--- src/rtl/pushable_object_mover.sv ---
// Fixed-point mover for one pushable object (key, crate).
// IDLE/PUSH/PULL/BLOCKED motion FSM with border back-off and clamp.
module pushable_object_mover #(
  parameter int FRAC_BITS = 6,
  parameter int BACKOFF   = 64,
  parameter int POS_MAX_X = 639,
  parameter int POS_MAX_Y = 479,
  parameter int INIT_X    = 320,
  parameter int INIT_Y    = 240
) (
  input  logic               clk,
  input  logic               resetN,
  input  logic               startOfFrame,
  input  logic               loadPos,
  input  logic [10:0]        initX,
  input  logic [10:0]        initY,
  input  logic [3:0]         dirReq,
  input  logic signed [10:0] playerXspeed,
  input  logic signed [10:0] playerYspeed,
  input  logic               magnetMode,
  input  logic               hitPlayer,
  input  logic               hitWall,
  input  logic [3:0]         hitEdgeCode,
  output logic signed [10:0] topLeftX,
  output logic signed [10:0] topLeftY,
  output logic [3:0]         stopPlayer,
  output logic               moving
);

  localparam int PW = 11 + FRAC_BITS;
  localparam int SW = PW + 2;

  localparam logic [3:0] D_L = 4'b1000;
  localparam logic [3:0] D_U = 4'b0100;
  localparam logic [3:0] D_R = 4'b0010;
  localparam logic [3:0] D_D = 4'b0001;

  localparam logic signed [PW-1:0] RST_X =
    PW'(INIT_X * (2 ** FRAC_BITS));
  localparam logic signed [PW-1:0] RST_Y =
    PW'(INIT_Y * (2 ** FRAC_BITS));
  localparam int LIM_X = POS_MAX_X * (2 ** FRAC_BITS);
  localparam int LIM_Y = POS_MAX_Y * (2 ** FRAC_BITS);

  typedef enum logic [1:0] {
    S_IDLE,
    S_PUSH,
    S_PULL,
    S_BLOCKED
  } state_e;

  state_e                 state_q, state_d;
  logic [3:0]             dir_q, dir_d;
  logic signed [PW-1:0]   vel_x_q, vel_x_d;
  logic signed [PW-1:0]   vel_y_q, vel_y_d;
  logic signed [PW-1:0]   pos_x_q, pos_x_d;
  logic signed [PW-1:0]   pos_y_q, pos_y_d;
  logic [3:0]             stop_q, stop_d;

  logic [3:0]             cand;
  logic [3:0]             opp_dir;
  logic                   blk_entry;
  logic signed [SW-1:0]   sum_x;
  logic signed [SW-1:0]   sum_y;

  // Left<->Right and Up<->Down swap in {L,U,R,D} order.
  function automatic logic [3:0] opp(input logic [3:0] d);
    return {d[1], d[0], d[3], d[2]};
  endfunction

  function automatic logic signed [PW-1:0] sext(
    input logic signed [10:0] s
  );
    return {{(PW-11){s[10]}}, s};
  endfunction

  function automatic logic signed [PW-1:0] clamp(
    input logic signed [SW-1:0] v,
    input int                   lim
  );
    logic signed [PW-1:0] r;
    if (v < 0)
      r = '0;
    else if (v > lim)
      r = lim[PW-1:0];
    else
      r = v[PW-1:0];
    return r;
  endfunction

  assign opp_dir = opp(dir_q);

  // Contact edge picks the push direction; Left edge wins ties.
  always_comb begin
    cand = '0;
    if (hitEdgeCode[3])
      cand = D_R;
    else if (hitEdgeCode[2])
      cand = D_D;
    else if (hitEdgeCode[1])
      cand = D_L;
    else if (hitEdgeCode[0])
      cand = D_U;
  end

  always_comb begin
    state_d   = state_q;
    dir_d     = dir_q;
    vel_x_d   = vel_x_q;
    vel_y_d   = vel_y_q;
    pos_x_d   = pos_x_q;
    pos_y_d   = pos_y_q;
    stop_d    = stop_q;
    blk_entry = 1'b0;
    sum_x     = SW'(pos_x_q) + SW'(vel_x_q);
    sum_y     = SW'(pos_y_q) + SW'(vel_y_q);

    unique case (state_q)
      S_IDLE: begin
        vel_x_d = '0;
        vel_y_d = '0;
        if (hitPlayer && cand != 4'b0 && dirReq == cand) begin
          state_d = S_PUSH;
          dir_d   = cand;
          unique case (1'b1)
            cand[3]: vel_x_d = -sext(playerXspeed);
            cand[2]: vel_y_d = -sext(playerYspeed);
            cand[1]: vel_x_d =  sext(playerXspeed);
            cand[0]: vel_y_d =  sext(playerYspeed);
          endcase
        end
      end
      S_PUSH: begin
        if (hitWall && |(hitEdgeCode & dir_q)) begin
          blk_entry = 1'b1;
        end else if (dirReq == dir_q) begin
          state_d = S_PUSH;
        end else if (dirReq == opp_dir && magnetMode) begin
          state_d = S_PULL;
          dir_d   = opp_dir;
          vel_x_d = '0;
          vel_y_d = '0;
          unique case (1'b1)
            opp_dir[3]: vel_x_d = -sext(playerXspeed);
            opp_dir[2]: vel_y_d = -sext(playerYspeed);
            opp_dir[1]: vel_x_d =  sext(playerXspeed);
            opp_dir[0]: vel_y_d =  sext(playerYspeed);
            default: ;
          endcase
        end else begin
          state_d = S_IDLE;
          vel_x_d = '0;
          vel_y_d = '0;
        end
      end
      S_PULL: begin
        if (hitWall && |(hitEdgeCode & dir_q)) begin
          blk_entry = 1'b1;
        end else if (magnetMode && dirReq == dir_q) begin
          state_d = S_PULL;
        end else begin
          state_d = S_IDLE;
          vel_x_d = '0;
          vel_y_d = '0;
        end
      end
      S_BLOCKED: begin
        vel_x_d = '0;
        vel_y_d = '0;
        if (dirReq != 4'b0 && dirReq != dir_q) begin
          state_d = S_IDLE;
          stop_d  = '0;
        end
      end
    endcase

    // Back-off replaces integration on the blocking cycle.
    if (blk_entry) begin
      state_d = S_BLOCKED;
      vel_x_d = '0;
      vel_y_d = '0;
      stop_d  = dir_q;
      unique case (1'b1)
        dir_q[3]: pos_x_d = clamp(SW'(pos_x_q) + SW'(BACKOFF), LIM_X);
        dir_q[2]: pos_y_d = clamp(SW'(pos_y_q) + SW'(BACKOFF), LIM_Y);
        dir_q[1]: pos_x_d = clamp(SW'(pos_x_q) - SW'(BACKOFF), LIM_X);
        dir_q[0]: pos_y_d = clamp(SW'(pos_y_q) - SW'(BACKOFF), LIM_Y);
        default: ;
      endcase
    end else if (startOfFrame) begin
      pos_x_d = clamp(sum_x, LIM_X);
      pos_y_d = clamp(sum_y, LIM_Y);
    end

    if (loadPos) begin
      state_d = S_IDLE;
      dir_d   = '0;
      vel_x_d = '0;
      vel_y_d = '0;
      stop_d  = '0;
      pos_x_d = {initX, {FRAC_BITS{1'b0}}};
      pos_y_d = {initY, {FRAC_BITS{1'b0}}};
    end
  end

  always_ff @(posedge clk or negedge resetN) begin
    if (!resetN) begin
      state_q <= S_IDLE;
      dir_q   <= '0;
      vel_x_q <= '0;
      vel_y_q <= '0;
      pos_x_q <= RST_X;
      pos_y_q <= RST_Y;
      stop_q  <= '0;
    end else begin
      state_q <= state_d;
      dir_q   <= dir_d;
      vel_x_q <= vel_x_d;
      vel_y_q <= vel_y_d;
      pos_x_q <= pos_x_d;
      pos_y_q <= pos_y_d;
      stop_q  <= stop_d;
    end
  end

  assign topLeftX   = pos_x_q[PW-1:FRAC_BITS];
  assign topLeftY   = pos_y_q[PW-1:FRAC_BITS];
  assign stopPlayer = stop_q;
  assign moving     = (state_q == S_PUSH) || (state_q == S_PULL);

endmodule

--- config.mk ---
export PLATFORM = sky130hd
export DESIGN_NAME = pushable_object_mover
export DESIGN_NICKNAME = d
export VERILOG_FILES = /design/src/rtl/pushable_object_mover.sv
export SDC_FILE = /design/constraint.sdc
export NUM_CORES = 1
export LEC_CHECK = 0
export CAP_MARGIN = 20
export CELL_PAD_IN_SITES_DETAIL_PLACEMENT = 2
export CELL_PAD_IN_SITES_GLOBAL_PLACEMENT = 2
export CORE_ASPECT_RATIO = 0.8
export CORE_MARGIN = 3
export CORE_UTILIZATION = 37
export DETAILED_ROUTE_END_ITERATION = 12
export GPL_TIMING_DRIVEN = 0
export PLACE_DENSITY = 0.85
export SYNTH_ARGS = -nofsm -noshare
export SYNTH_HDL_FRONTEND = slang
export SYNTH_SLANG_ARGS = --single-unit
--- constraint.sdc ---
create_clock -name clk -period 8.2 [get_ports clk]
set_input_delay 0.82 -clock clk [delete_from_list [all_inputs] [get_ports clk]]
set_output_delay 0.82 -clock clk [all_outputs]
set_load 0.03 [all_outputs]
Word-level counts from Yosys, hierarchy flattened
Index checks and enable logic that the tools add are counted.
W data, S select, Z words.
- add/sub/neg operators: 8
- order comparisons: 12
- equal/unequal tests: 19
- multiplexer cells: 66
- bitwise operators: 1
- reductions and logical operators: 22
- operators with widths (operator ; count):
    $mux W17 ; 32
    $pmux W17 S2 ; 6
    $pmux W17 S4 ; 2
    $lt A18 B1 Y1 const B ; 6
    $gt A18 B16 Y1 const B ; 3
    $gt A18 B17 Y1 const B ; 3
    $mux W4 ; 12
    $add A17 B17 Y18 ; 2
    $add A17 B8 Y18 const B ; 2
    $sub A17 B8 Y18 const B ; 2
    $neg A11 Y17 ; 2
    $ne A4 B4 Y1 const B ; 8
    $mux W2 ; 9
    $eq A4 B4 Y1 ; 3
    $ne A3 B3 Y1 const B ; 4
    $reduce_bool A3 Y1 ; 4
    $pmux W2 S4 ; 1
    $pmux W4 S2 ; 1
    $reduce_and A4 Y1 ; 2
    $reduce_bool A4 Y1 ; 2
    $logic_and A1 B1 Y1 ; 6
    $reduce_and A2 Y1 ; 3
    $reduce_and A5 Y1 ; 1
    $and A4 B4 Y4 ; 1
    other kinds (9) ; 11
- flip-flop bits (word level): 78
- input port bits: 59
- logic and storage cells: 135

Depth between registers and ports, before layout
Gate-level depths: netlist of run 1.
- depth in word-level cells: 11
- mapped depth: 12

Least setup slack after synthesis of run 1
OpenSTA, ideal clock, no wires.
- path type: input port to flip-flop
- start: input hitEdgeCode[1]
- end: register pos_x_q[4]
- library setup time: 0.095 ns
- data arrival time: 3.024 ns
- required time: 8.105 ns
- setup slack: 5.080 ns
- cell stages on the path: 10
- buffers on the path: 3
- path through: clkbuf_1 -> a22o_1 -> o211a_1 -> buf_6 -> mux2_4 -> and2_1 -> buf_2 -> a311o_2 -> or2_1 -> o31ai_1
- longest elaborated chain between the ends: 7
- elaborated cells on any way between the ends: 10
- those cells by class: 1 x eq/ne; 4 x mux; 1 x bitwise; 4 x reduce/logical
- RTL lines (element ; RTL line ; text):
    start, declared ; 23 ; input logic [3:0] hitEdgeCode,
    $and A4 B4 Y4 (*) ; 134, 157 ;
    $reduce_or A4 Y1 (*) ; 134, 157 ;
    $logic_and A1 B1 Y1 (*) ; 134, 157 ;
    $mux W1 (*) ; 134, 157 ;
    $mux W1 (*) ; n/a ;
    $ne A4 B4 Y1 (no line) (tied with other cells) ; n/a ;
    $reduce_and A2 Y1 (no line) or $mux W17 (tied branches) ; n/a ;
    end signal, assigned ; 220 ; pos_x_q <= pos_x_d;
    end, declared ; 56 ; logic signed [PW-1:0] pos_x_q, pos_x_d;
Every way passes the cells marked *; elsewhere a longest branch is shown, timed or not.
A chain may end at the register's enable or synchronous reset.

Final worst setup path of run 1
- start: input hitEdgeCode[2]
- end: register vel_x_q[1]
- longest elaborated chain between the ends: 9
- elaborated cells on any way between the ends: 21
- those cells by class: 5 x eq/ne; 9 x mux; 1 x bitwise; 6 x reduce/logical
- RTL lines (element ; RTL line ; text):
    $mux W4 ; 98 ; else if (hitEdgeCode[2])
    $mux W4 ; 96 ; if (hitEdgeCode[3])
    $reduce_bool A4 Y1 ; 122 ; if (hitPlayer && cand != 4'b0 && dirReq == cand) begin
    $logic_and A1 B1 Y1 (2 in series) ; 122 ;
    $mux W17 ; 122 ;
    $pmux W17 S4 ; 118 ; unique case (state_q)
    $mux W17 ; 178 ; if (blk_entry) begin
    $mux W17 ; 195 ; if (loadPos) begin
    end signal, assigned ; 218 ; vel_x_q <= vel_x_d;
    end, declared ; 54 ; logic signed [PW-1:0] vel_x_q, vel_x_d;
Parallel ways exist; a longest one is shown, timed or not.

==> results of run 1 <==
-- logic make-up (layout without fill, tap and decap cells) --
family,count (synthesis),count (layout),share of synthesized area [%]
buffers and inverters,144,241,7.475
adders and majority gates,50,50,7.181
xor gates and xnor gates,69,69,6.774
muxes,8,8,0.9817
and+or+nand+nor,416,416,23.46
AOI/OAI and AO/OA,413,413,32.16
DFF,78,78,21.96
-- power groups by stage --
stage | logic [mW] | registers (mW) | clock network (mW)
after global routing | 1.86 | 0.590 | 0.433
after floorplan | 1.15 | 0.522 | 0
after global placement | 1.60 | 0.580 | 0
after CTS | 1.68 | 0.576 | 0.417
final | 1.70 | 0.581 | 0.411
after detailed placement | 1.66 | 0.583 | 0
-- final cells by class --
type / instances / area share, %
flip-flops and latches: 78 / 18.80
clock inverters: 5 / 0.3961
repair buffers: 81 / 7.861
plain buffers: 96 / 4.669
clock buffers: 11 / 2.424
multi-input cells: 956 / 60.38
well taps: 312 / 3.745
inverters: 48 / 1.728
-- path summary, 6_finish.rpt --
kind | start | endpoint | cells past startpoint
worst max-delay path | hitEdgeCode[2] | vel_x_q[1]$_DFFE_PN0P_ | 8
worst min-delay path | resetN | pos_y_q[0]$_DFFE_PN0P_ | 1
worst max register to register | pos_y_q[8]$_DFFE_PN0P_ | pos_y_q[0]$_DFFE_PN0P_ | 10
worst min register to register | vel_x_q[13]$_DFFE_PN0P_ | vel_x_q[13]$_DFFE_PN0P_ | 2
max in group asynchronous | resetN | pos_x_q[12]$_DFFE_PN1P_ | 2
min in group clk | vel_x_q[13]$_DFFE_PN0P_ | vel_x_q[13]$_DFFE_PN0P_ | 2
-- synthesized netlist by cell type (all sizes together), types with 5 or more instances --
| cell | count | area share (%) |
|---|---|---|
| or2 | 9 | 0.63 |
| nor3b | 6 | 0.50 |
| nor4 | 15 | 1.2 |
| o211a | 5 | 0.56 |
| a22o | 13 | 1.3 |
| or4 | 6 | 0.55 |
| a311oi | 5 | 0.49 |
| dfrtp | 72 | 20 |
| nand3 | 35 | 2.1 |
| mux2i | 5 | 0.56 |
| o21a | 5 | 0.42 |
| buf | 38 | 3.0 |
| or3 | 12 | 0.84 |
| a21oi | 54 | 3.1 |
| and2 | 13 | 0.91 |
| inv | 46 | 1.9 |
| ha | 48 | 6.7 |
| o221ai | 6 | 0.59 |
| o31ai | 23 | 1.9 |
| a2bb2oi | 5 | 0.49 |
| clkbuf | 58 | 2.4 |
| o21bai | 5 | 0.42 |
| a32oi | 5 | 0.49 |
| dfstp | 6 | 1.8 |
| nand4 | 10 | 0.70 |
| a31oi | 19 | 1.3 |
| nand2b | 16 | 1.1 |
| o22ai | 17 | 1.2 |
| a22oi | 32 | 2.7 |
| nor2 | 84 | 3.6 |
| nand2 | 138 | 5.8 |
| nor3 | 27 | 1.5 |
| a211oi | 21 | 1.8 |
| nor2b | 8 | 0.56 |
| o41ai | 6 | 0.67 |
| and4 | 5 | 0.49 |
| o22a | 9 | 0.88 |
| and3 | 13 | 0.91 |
| a21o | 26 | 2.2 |
| xnor2 | 39 | 3.8 |
| o21ai | 91 | 5.1 |
| xor2 | 30 | 2.9 |
| o211ai | 16 | 1.3 |
| nand3b | 7 | 0.59 |
-- metrics by stage --
| step | total power, mW | std cells | hold WS, ns | setup slack (ns) | area (um^2) |
|---|---|---|---|---|---|
| 2_1_floorplan | 1.677 | 1178 | 0.4506 | 5.080 | 8921 |
| 3_3_place_gp | 2.181 | 1567 | 0.4679 | 3.265 | 10080 |
| 3_5_place_dp | 2.246 | 1569 | 0.4719 | 3.869 | 10120 |
| 4_1_cts | 2.678 | 1585 | 0.3600 | 4.238 | 10410 |
| 5_1_grt | 2.885 | 1587 | 0.3746 | 4.181 | 10430 |
| 6_report | 2.697 | 1587 | 0.3589 | 4.408 | 10430 |
-- sequential cells by signal, indices dropped and copies added (netlist names) --
| signal | cells |
|---|---|
| pos_x_q | 17 |
| pos_y_q | 17 |
| vel_x_q | 17 |
| vel_y_q | 17 |
| dir_q | 4 |
| stopPlayer | 4 |
| state_q | 2 |
-- metal layers --
layer | share of wire (%) | track usage (%)
met5 | 0 | 0
met4 | 1.3 | 6.062
met3 | 4.6 | 3.523
met2 | 44 | 44.97
met1 | 50 | 40.45
==> impl_metrics.py, run 1 <==
metrics = {
    "pwr": {
        "net-switching-power_mw": 1.404,
        "power_density_nw_per_um2": 258.7,
        "power.leakage_nw": 4.207,
        "p_comb_share_pct": 63.2,
        "seq_power_share_pct": 21.5,
        "internal_power_mw": 1.294,
        "sw_frac_of_total_pct": 52.04,
        "peakVddDrop_mv": 0.07969,
        "clkPwrFrac_pct": 15.3,
    },
    "status": {
        "status": "finished, final reports clean",
    },
    "setup_path": {
        "required_ns": 8.48,
        "cp_slowest_cell": "o211ai_1",
        "cp_top_family": "compound AO/OA/AOI/OAI gates",
        "worstSetupPathType": "input port to flop",
        "crit_arrival_ns": 4.07,
        "crit_path_max_fanout": 10,
        "path_buf_inv": 2,
        "crit_top_cell": "nand2_1",
        "r2r_slack_ns": 4.56,
        "cpPeakStageDelay_ns": 0.67,
        "start_kind": "input port",
        "crit_path_end_kind": "flop",
        "cp_cell_sequence": "clkdlybuf4s50_1, a22o_1, o211ai_1, nand2_1, nor2_1, clkbuf_1, nand2_1, o21ai_1",
    },
    "floorplanning": {
        "die_area_um2": 26020,
        "initial_core_util_pct": 37.93,
        "io_pins": 86,
        "fp.dieH_um": 144.9,
        "die_x_um": 179.6,
        "core-area_um2": 23520,
        "rows": 50,
    },
    "timing": {
        "slew-limit-headroom_pct": 40.26,
        "setup_tns_ns": 0,
        "fin_skew_ns": 0.008807,
        "finalSetupViolCount": 0,
        "drv_slew": 0,
        "finalHoldViolations": 0,
        "max_freq_ghz": 0.2637,
        "rsz0062_at_grt": "no",
        "finalCriticalPeriod_ns": 3.792,
        "tightest_slew_ns": 0.8879,
        "min_period_over_period_pct": 46.25,
    },
    "cells_and_area": {
        "layout_commonest_cell": "nand2_1",
        "fin_util_pct": 44.32,
        "final_nets": 1379,
        "multiInputGateArea_um2": 6295,
        "diodes": 0,
        "fill_cells": 2776,
        "final_cell_mix": "nand2_1, nor2_1, clkdlybuf4s50_1",
        "syn_to_final_growth_pct": 16.86,
        "seq_area_um2": 1959,
        "drive_gt1_share_pct": 6.745,
    },
    "detailed_routing": {
        "vias_per_cell": 6.216,
        "ant_nets": 0,
        "drtIter0Drc": 834,
        "dr_total_vias": 9865,
        "avgRoutedWirePerCell_um": 23.21,
        "drtPass1Iterations": 7,
        "drc": 0,
        "routed_wl_um": 36840,
    },
    "yosys": {
        "synth_area_um2": 8921,
        "async_reset_ff_share_pct": 100.0,
        "synthFlopType": "dfrtp_1",
        "synth-edff-count": 0,
        "syn_avg_cell_area_um2": 7.573,
        "synth_nets": 1287,
        "synth_seq_area_share_pct": 21.96,
        "yosys_warnings": 0,
        "syn_inst": 1178,
        "synth_cell_types": 97,
        "synth_seq_cells": 78,
    },
    "clocking": {
        "clock_path_buffers": 2,
        "htree_levels": 3,
        "numCtsBuffers": 9,
        "cts.root.buffer_cell": "clkbuf_16",
        "cts.repair.resized": 0,
        "cts_tree": "built",
        "cts.reportedPaths.clkPinSlew_ns": 0.07,
        "clock-sinks": 78,
        "ctsHoldBuffers": 0,
        "insertion_delay_ns": 0.35,
        "post-cts-setup-buffers": 0,
    },
    "global_route": {
        "grt_util_all_layers_pct": 27.94,
        "grt_max_degree": 59,
        "grt_overflow_total": 0,
        "grt_pass1_vias": 10348,
        "antenna_found_initial": 0,
        "grt_pass1_wl_um": 59040,
    },
    "worst_hold_path": {
        "hp-class": "input port to async pin",
    },
    "place": {
        "hpwl_um": 28470,
        "port_buffers": 77,
        "place_congestion": 0.8831,
    },
    "job": {
        "drv_cap": 0,
    },
}
Power figures use the tool's default switching activity.
==> run 2, diff against run 1 <==
--- a/config.mk
+++ b/config.mk
@@ -10,10 +10,10 @@
 export CELL_PAD_IN_SITES_GLOBAL_PLACEMENT = 2
 export CORE_ASPECT_RATIO = 0.8
 export CORE_MARGIN = 3
-export CORE_UTILIZATION = 37
+export CORE_UTILIZATION = 35
 export DETAILED_ROUTE_END_ITERATION = 12
 export GPL_TIMING_DRIVEN = 0
-export PLACE_DENSITY = 0.85
+export PLACE_DENSITY = 0.81
 export SYNTH_ARGS = -nofsm -noshare
 export SYNTH_HDL_FRONTEND = slang
 export SYNTH_SLANG_ARGS = --single-unit
==> constraint.sdc (replaced) <==
create_clock -name clk -period 3.7 [get_ports clk]
set_input_delay 0.37 -clock clk [delete_from_list [all_inputs] [get_ports clk]]
set_output_delay 0.37 -clock clk [all_outputs]
set_load 0.03 [all_outputs]
==> impl_metrics.py, run 2 (same netlist as run 1, synthesis figures left out) <==
metrics = {
    "status": {
        "status": "finished, final reports clean",
    },
    "clocking": {
        "numCtsBuffers": 9,
        "htree_levels": 3,
        "cts_tree": "built",
        "cts.reportedPaths.clkPinSlew_ns": 0.07,
        "clock-sinks": 78,
        "insertion_delay_ns": 0.36,
        "cts.root.buffer_cell": "clkbuf_16",
        "clock_path_buffers": 2,
    },
    "timing": {
        "finalSetupViolCount": 0,
        "finalHoldViolations": 0,
        "setup_slack_ns": 0.1636,
        "min_period_over_period_pct": 95.58,
        "tightest_slew_ns": 0.9592,
        "finalCriticalPeriod_ns": 3.536,
        "drv_slew": 0,
        "slew-limit-headroom_pct": 35.38,
        "hold_ws_ns": 0.4416,
        "setup_tns_ns": 0,
        "fin_skew_ns": 0.01035,
        "max_freq_ghz": 0.2828,
        "rsz0062_at_grt": "yes",
    },
    "place": {
        "place_area_um2": 10130,
        "dp_slack_ns": -0.1525,
        "hpwl_um": 28720,
        "port_buffers": 77,
        "place_congestion": 0.8959,
    },
    "global_route": {
        "antenna_found_initial": 0,
        "grt_pass1_vias": 10180,
        "grt_most_used_layer": "met2",
        "grt_max_degree": 60,
        "grt_util_all_layers_pct": 26.86,
        "met3_usage_pct": 3.803,
        "use_met1_pct": 40.04,
        "grt_overflow_total": 0,
        "grtUsageMet2_pct": 42.18,
        "grt_pass1_wl_um": 58770,
    },
    "detailed_routing": {
        "drc": 0,
        "vias_per_cell": 6.072,
        "drtPass1Iterations": 5,
        "routed_wl_um": 36790,
        "avgRoutedWirePerCell_um": 23.07,
        "dr_total_vias": 9685,
        "ant_nets": 0,
        "drtIter0Drc": 584,
    },
    "worst_hold_path": {
        "hp-class": "input port to async pin",
    },
    "job": {
        "drv_cap": 0,
    },
    "setup_path": {
        "ff2ff_path_depth": 8,
        "crit_path_end_kind": "flop",
        "crit_arrival_ns": 3.80,
        "crit_path_max_fanout": 10,
        "r2r_start": "dir_q[1]$_DFFE_PN0P_",
        "cp_slowest_cell": "clkbuf_1",
        "required_ns": 3.96,
        "cpPeakStageDelay_ns": 0.68,
        "r2r_end": "vel_y_q[6]$_DFFE_PN0P_",
        "cp_top_family": "buffers and inverters",
        "r2r_slack_ns": 0.16,
        "cp_cell_sequence": "clkbuf_1, xnor2_1, nand2_1, or4_1, nor2_1, clkbuf_1, a2bb2oi_1, o21ai_0",
        "start_kind": "flop",
        "path_buf_inv": 2,
        "crit_top_cell": "clkbuf_1",
        "worstSetupPathType": "flop to flop",
    },
    "cells_and_area": {
        "syn_to_final_growth_pct": 17.52,
        "final_area_um2": 10480,
        "diodes": 0,
        "drive_gt1_share_pct": 7.126,
        "final_nets": 1382,
        "final_cell_mix": "nand2_1, nor2_1, clkdlybuf4s50_1",
        "fill_cells": 2902,
        "layout_commonest_cell": "nand2_1",
    },
    "floorplanning": {
        "io_pins": 86,
        "die_x_um": 184.5,
        "initial_core_util_pct": 36.13,
        "die_area_um2": 27450,
        "fp.dieH_um": 148.8,
        "rows": 51,
        "core-area_um2": 24690,
    },
    "pwr": {
        "power_density_nw_per_um2": 573.6,
        "peakVddDrop_mv": 0.2002,
        "power.leakage_nw": 4.231,
    },
}
==> run 2: layout make-up <==
| cell class | count | area, um^2 | area share (%) |
|---|---|---|---|
| Timing Repair Buffer | 85 | 852.1 | 8.127 |
| Tap cell | 318 | 397.9 | 3.795 |
| Clock buffer | 9 | 225.2 | 2.148 |
| Sequential cell | 78 | 1959 | 18.69 |
| Inverter | 48 | 180.2 | 1.719 |
| Multi-Input combinational cell | 956 | 6322 | 60.31 |
| Clock inverter | 6 | 63.81 | 0.6087 |
| Buffer | 95 | 483.0 | 4.607 |
==> run 2: power by group <==
group | total [mW] | switching, mW | internal [mW]
Combinational | 3.80 | 2.42 | 1.37
Sequential | 1.29 | 0.278 | 1.01
Clock | 0.929 | 0.410 | 0.519
==> run 2: timing repair <==
action / 4_1_cts / 5_1_grt
hold endpoints to repair: 15 / 0
setup buffers: 0 / 3
gates resized for setup: 0 / 5
endpoints found under the setup margin: 0 / 15
hold buffers: 1 / 0
==> run 2: how the worst max path moves through the flow <==
stage	endpoint	depth (start not counted)	slack (ns)	start
global route	vel_x_q[6]$_DFFE_PN0P_	8	-0.04	dir_q[1]$_DFFE_PN0P_
floorplan	pos_x_q[4]$_DFFE_PN0P_	11	0.82	pos_x_q[6]$_DFFE_PN0P_
detailed placement	pos_y_q[1]$_DFFE_PN0P_	7	-0.15	hitEdgeCode[2]
CTS	pos_y_q[11]$_DFFE_PN1P_	7	0.01	pos_y_q[7]$_DFFE_PN0P_
global placement	vel_x_q[7]$_DFFE_PN0P_	1	-0.87	resetN
finish	vel_y_q[6]$_DFFE_PN0P_	8	0.16	dir_q[1]$_DFFE_PN0P_
==> run 2: per-stage QoR <==
step / utilization (%) / std cells / total power, mW
6_report: 42.45 / 1595 / 6.013
3_5_place_dp: 41.00 / 1575 / 4.984
3_3_place_gp: 40.86 / 1573 / 4.861
2_1_floorplan: - / 1178 / 3.717
4_1_cts: 42.22 / 1591 / 5.949
5_1_grt: 42.45 / 1595 / 6.431
==> run 2: metal layers <==
layer / wire (um) / vias up
met5: 0 / -
met4: 347 / 0
met2: 16270 / 191
li1: - / 4565
met3: 1358 / 25
met1: 18820 / 4904
